===== config.mk =====
export PLATFORM = sky130hd
export DESIGN_NAME = adc_sample_packer
export DESIGN_NICKNAME = d
export VERILOG_FILES = /design/src/rtl/adc_sample_packer.sv
export SDC_FILE = /design/constraint.sdc
export NUM_CORES = 2
export LEC_CHECK = 0
export BUFFER_PORTS_ARGS = -buffer_cell sky130_fd_sc_hd__buf_2
export CAP_MARGIN = 20
export CORE_UTILIZATION = 66
export CTS_CLUSTER_SIZE = 14
export DETAILED_ROUTE_END_ITERATION = 8
export PLACE_DENSITY = 0.83
export SYNTH_ARGS = -nofsm -noshare
export SYNTH_HDL_FRONTEND = slang
export SYNTH_SLANG_ARGS = --single-unit

===== constraint.sdc =====
create_clock -name s01_axis_aclk -period 10.3 [get_ports s01_axis_aclk]
set_input_delay 0.515 -clock s01_axis_aclk [delete_from_list [all_inputs] [get_ports s01_axis_aclk]]
set_output_delay 0.515 -clock s01_axis_aclk [all_outputs]
set_load 0.03 [all_outputs]

===== src/rtl/adc_sample_packer.sv =====
// ADC sample packer: buffers the converter's 128-bit word stream in a FIFO and serialises each word into two 64-bit AXIS beats.
// Defining ADC_TEST_PATTERN_EN adds a test_mode input and an internal incrementing-pattern source.
module adc_sample_packer #(
    parameter int          DEPTH        = 16,
    parameter bit          LOW_FIRST    = 1'b1,
    parameter logic [63:0] PATTERN_SEED = 64'h007C_B66B_A55A_0000
) (
    input  logic                   s01_axis_aclk,
    input  logic                   m00_axis_aresetn,
    input  logic                   enable,
    input  logic                   clear_status,
`ifdef ADC_TEST_PATTERN_EN
    input  logic                   test_mode,
`endif
    input  logic [127:0]           s00_axis_tdata,
    input  logic                   s00_axis_tvalid,
    output logic [63:0]            m00_axis_tdata,
    output logic                   m00_axis_tvalid,
    input  logic                   m00_axis_tready,
    output logic                   overflow,
    output logic [31:0]            drop_count,
    output logic [$clog2(DEPTH):0] fifo_level
);
    localparam int          AW   = $clog2(DEPTH);
    localparam logic [AW:0] FULL = DEPTH[AW:0];

    if (DEPTH < 4 || DEPTH > 256 || (DEPTH & (DEPTH - 1)) != 0) begin : g_depth_check
        $error("DEPTH must be a power of two in 4..256");
    end

    // Reset input is active-high; assertion is immediate, release is retimed to the clock.
    logic [1:0] rst_pipe;
    logic       rst;

    always_ff @(posedge s01_axis_aclk or posedge m00_axis_aresetn) begin
        if (m00_axis_aresetn) rst_pipe <= 2'b11;
        else                  rst_pipe <= {rst_pipe[0], 1'b0};
    end
    assign rst = rst_pipe[1];

    logic         wr_req;
    logic [127:0] wr_data;

`ifdef ADC_TEST_PATTERN_EN
    logic        pat_phase;
    logic [63:0] pat_p;

    always_ff @(posedge s01_axis_aclk or posedge rst) begin
        if (rst) begin
            pat_phase <= 1'b0;
            pat_p     <= PATTERN_SEED;
        end else begin
            pat_phase <= test_mode ? ~pat_phase : 1'b0;
            if (test_mode && pat_phase && enable) pat_p <= pat_p + 64'd2;
        end
    end

    always_comb begin
        wr_req  = s00_axis_tvalid && enable;
        wr_data = s00_axis_tdata;
        if (test_mode) begin
            wr_req  = pat_phase && enable;
            wr_data = LOW_FIRST ? {pat_p + 64'd1, pat_p} : {pat_p, pat_p + 64'd1};
        end
    end
`else
    assign wr_req  = s00_axis_tvalid && enable;
    assign wr_data = s00_axis_tdata;
`endif

    logic [127:0]  mem [DEPTH];
    logic [AW-1:0] wr_ptr;
    logic [AW-1:0] rd_ptr;
    logic          full;
    logic          do_wr;
    logic          drop;
    logic          pop;
    logic          nempty_q;
    logic [127:0]  head;

    // Full is taken from the registered level, so a pop in the same cycle does not make room.
    assign full  = (fifo_level == FULL);
    assign do_wr = wr_req && !full;
    assign drop  = wr_req && full;
    assign head  = mem[rd_ptr];

    always_ff @(posedge s01_axis_aclk) begin
        if (do_wr) mem[wr_ptr] <= wr_data;
    end

    always_ff @(posedge s01_axis_aclk or posedge rst) begin
        if (rst) begin
            wr_ptr     <= '0;
            rd_ptr     <= '0;
            fifo_level <= '0;
            nempty_q   <= 1'b0;
        end else begin
            if (do_wr) wr_ptr <= wr_ptr + 1'b1;
            if (pop)   rd_ptr <= rd_ptr + 1'b1;
            nempty_q <= (fifo_level != '0);
            case ({do_wr, pop})
                2'b10:   fifo_level <= fifo_level + 1'b1;
                2'b01:   fifo_level <= fifo_level - 1'b1;
                default: fifo_level <= fifo_level;
            endcase
        end
    end

    // A clear in the same cycle as a drop wins; that drop is not counted.
    always_ff @(posedge s01_axis_aclk or posedge rst) begin
        if (rst) begin
            overflow   <= 1'b0;
            drop_count <= '0;
        end else if (clear_status) begin
            overflow   <= 1'b0;
            drop_count <= '0;
        end else if (drop) begin
            overflow <= 1'b1;
            if (drop_count != 32'hFFFF_FFFF) drop_count <= drop_count + 32'd1;
        end
    end

    function automatic logic [63:0] first_half(input logic [127:0] w);
        return LOW_FIRST ? w[63:0] : w[127:64];
    endfunction

    function automatic logic [63:0] second_half(input logic [127:0] w);
        return LOW_FIRST ? w[127:64] : w[63:0];
    endfunction

    typedef enum logic [1:0] {IDLE, BEAT0, BEAT1} state_t;

    state_t      state;
    logic [63:0] hold;

    // IDLE waits on the registered not-empty flag: fixed two-cycle write-to-first-beat latency.
    assign pop = ((state == IDLE) && nempty_q) ||
                 ((state == BEAT1) && m00_axis_tready && (fifo_level != '0));

    always_ff @(posedge s01_axis_aclk or posedge rst) begin
        if (rst) begin
            state           <= IDLE;
            hold            <= '0;
            m00_axis_tdata  <= '0;
            m00_axis_tvalid <= 1'b0;
        end else begin
            case (state)
                IDLE: begin
                    if (nempty_q) begin
                        hold            <= second_half(head);
                        m00_axis_tdata  <= first_half(head);
                        m00_axis_tvalid <= 1'b1;
                        state           <= BEAT0;
                    end
                end
                BEAT0: begin
                    if (m00_axis_tready) begin
                        m00_axis_tdata <= hold;
                        state          <= BEAT1;
                    end
                end
                BEAT1: begin
                    if (m00_axis_tready) begin
                        if (fifo_level != '0) begin
                            hold           <= second_half(head);
                            m00_axis_tdata <= first_half(head);
                            state          <= BEAT0;
                        end else begin
                            m00_axis_tvalid <= 1'b0;
                            state           <= IDLE;
                        end
                    end
                end
                default: begin
                    m00_axis_tvalid <= 1'b0;
                    state           <= IDLE;
                end
            endcase
        end
    end
endmodule

==> impl_metrics.toml <==
[pwr]
power_leakage_nw = 30.7
power_density_nw_per_um2 = 277
p_total_mw = 26.2
peakVddDrop_uv = 383

[die]
initial_utilization_pct = 66.8
rows = 130
ios = 237
dieHeight_um = 359
coreArea_um2 = 126000
dieArea_um2 = 129000
dieWidth_um = 359

[clock_tree]
cts_root_buf = "clkbuf_16"
cts_buffer_depth = 3
cts_tree = "done"
path_clk_slew_ns = 0.06
clock_latency_ns = 0.87
cts_resized = 0
cts_buffers = 202
hold_buffers = 40
htreeDepth = 4
cts.sink_count = 2228
post_cts_buffers = 0

[critical_path]
critPathCaptureType = "flop"
crit_fanout = 51
critPathTopFamily = "buffers and inverters"
crit_required_ns = 10.99
crit_slowest_cell = "dfrtp_4"
critPathKind = "flop to flop"
crit_top_cell = "a21oi_1"
path_cells = "buf_4, buf_4, mux4_2, a22oi_1, a21oi_1, a21oi_1, a21oi_1"
start_kind = "flop"
critical_path_buf_inv_count = 2
crit_arrival_ns = 5.46
cp_slowest_stage_delay_ns = 1.06

[timing]
setup_viol = 0
fmax_mhz = 210
finalCritPeriodShare_pct = 46.3
fin_skew_ns = 0.0324
timing.setup.tns_ns = 0
finalMaxSlewViolations = 0
tightest_slew_ns = 1.32
slew_headroom_pct = 11.9
fin_crit_ns = 4.76
fin_hold_ws_ns = 0.0414
rsz0062_at_grt = "false"
hold_viol_final = 0

[synthesis]
synth_cell_type_count = 62
synth_flop_cell = "edfxtp_1"
ys_seq_area_share_pct = 78.3
ys_ff_latch = 2228
synth_edf_count = 2048
postSynthAreaPerCell_um2 = 21.3
syn_nets = 4099
syn_area_um2 = 84300
async_reset_ff_share_pct = 8.08
yosys_warnings = 0
synth_cells = 3954

[grt]
first_global_vias = 47100
grt_pass1_wl_um = 333000
grt.total_usage_pct = 36.4
antenna_found_initial = 48
grt-ovfl-total = 0
grt_max_degree = 143

[final_layout]
syn_to_final_growth_pct = 11.9
drive_gt1_share_pct = 25.6
n_fill_cell = 6067
fin_nets = 4422
final_core_util_pct = 74.8
fin_cells = 6133

[run_status]
status = "completed"

[detailed_routing]
vias = 46200
ant_nets = 0
wl_um = 232000
avgViaCountPerCell = 7.54
drtIter0Drc = 8515
wl_per_cell_um = 37.9
drt_pass1_iterations = 7
drc = 0

[placement]
place.gp.congestion = 0.818
hpwl_um = 104000
place_inst = 5682
io_buffers = 236

[min_path]
min_path_type = "input port to flop"

[job]
max_cap_viol_count = 0
registers in the layout (all words and copies together), names as in the netlist, 2 cells and up:
signal and cells:
rst_pipe 2, wr_ptr 4, rd_ptr 4, drop_count 32, fifo_level 5, mem 2048
m00_axis_tdata 64, state 2, hold 64
kinds of logic after synthesis:
group,synth area share (%)
AOI/OAI and AO/OA,4.32
other,0.00445
adders and majority gates,0.172
DFF,78.3
buffers and inverters,1.25
muxes,13.9
and+or+nand+nor,1.91
xor gates and xnor gates,0.135
metal layers:
metal | track usage [%] | routed length [um] | share of wire [%] | vias to the layer above
li1 | - | - | - | 17200
met1 | 47.9 | 74400 | 32 | 23400
met2 | 56.7 | 112000 | 48 | 4620
met3 | 11.2 | 34600 | 15 | 920
met4 | 16.9 | 11300 | 4.8 | 50
met5 | 0 | 338 | 0.15 | -
stage by stage:
step	setup slack, ns	instance area, um^2
floorplan	2.92	84300
global placement	6.04	87500
detailed placement	5.91	87500
CTS	5.71	94300
global route	5.18	94300
finish	5.54	94400
Yosys cell counts, types with 14 or more instances:
library cell,number,area (um^2)
buf_1,37,139
o21ai_0,84,420
inv_1,20,75.1
dfrtp_1,178,4450
o22ai_1,16,100
or4_1,14,105
a22o_1,48,420
mux4_2,496,11200
a22oi_1,126,946
o31ai_1,20,150
nand2_1,108,405
nor2b_1,32,200
mux2i_1,45,450
nor2_1,100,375
edfxtp_1,2048,61500
clkbuf_1,133,499
buf_2,55,275
a21oi_1,209,1050
nand3_1,18,90.1
a221oi_1,48,420
power breakdown:
group | switching, mW | internal, mW
clock | 3.41 | 4.03
sequential | 0.635 | 10.6
combinational | 4.60 | 2.90
total | 8.65 | 17.5
cell type report:
cell class,count,area (um^2),share of cell area (%)
Sequential cell,2228,66000,69.9
Multi-Input combinational cell,1474,17400,18.5
Clock buffer,283,5590,5.93
Timing Repair Buffer,351,2300,2.44
Tap cell,1650,2060,2.19
Clock inverter,98,808,0.856
Inverter,20,82.6,0.0875
Antenna cell,29,72.6,0.0769
worst paths after layout:
| kind | start | endpoint | slack [ns] | cells after the start |
|---|---|---|---|---|
| worst max-delay path | rd_ptr[0]$_DFFE_PP0P_ | m00_axis_tdata[24]$_DFFE_PP0P_ | 5.54 | 7 |
| worst min-delay path | s00_axis_tdata[109] | mem[14][109]$_DFFE_PP_ | 0.04 | 1 |
| worst max register to register | rd_ptr[0]$_DFFE_PP0P_ | m00_axis_tdata[24]$_DFFE_PP0P_ | 5.54 | 7 |
| worst min register to register | rst_pipe[0]$_DFF_PP1_ | rst_pipe[1]$_DFF_PP1_ | 0.36 | 0 |
| max in group asynchronous | rst_pipe[1]$_DFF_PP1_ | rd_ptr[0]$_DFFE_PP0P_ | 7.45 | 3 |
| min in group asynchronous | m00_axis_aresetn | rst_pipe[0]$_DFF_PP1_ | 0.24 | 3 |
placed cells by master (no fill, tap or decap), types with 14 or more instances in the layout:
cell type      instances
buf_2                236
a22oi_1              126
nor2b_1               30
or4_1                 14
clkinv_2              32
nor2_1                86
dfrtp_1              174
nand2_1              108
nor2_4                14
o21ai_0               84
o31ai_1               20
a221oi_1              48
nand3_1               18
clkinv_1              39
edfxtp_1            2048
a22o_1                48
clkbuf_1              61
clkbuf_16            205
dlygate4sd3_1         40
mux4_2               496
buf_4                 63
mux2i_1               45
a21oi_1              209
o22ai_1               16
clkbuf_8              17
diode_2               29
inv_1                 19
worst register-to-register path, cell delays in order (launching register included):
cell     delay [ns]
dfrtp_4        1.06
buf_4          0.84
buf_4          0.99
mux4_2         0.71
a22oi_1        0.52
a21oi_1        0.21
a21oi_1        0.18
a21oi_1        0.09
(Power assumes the default switching activity.)
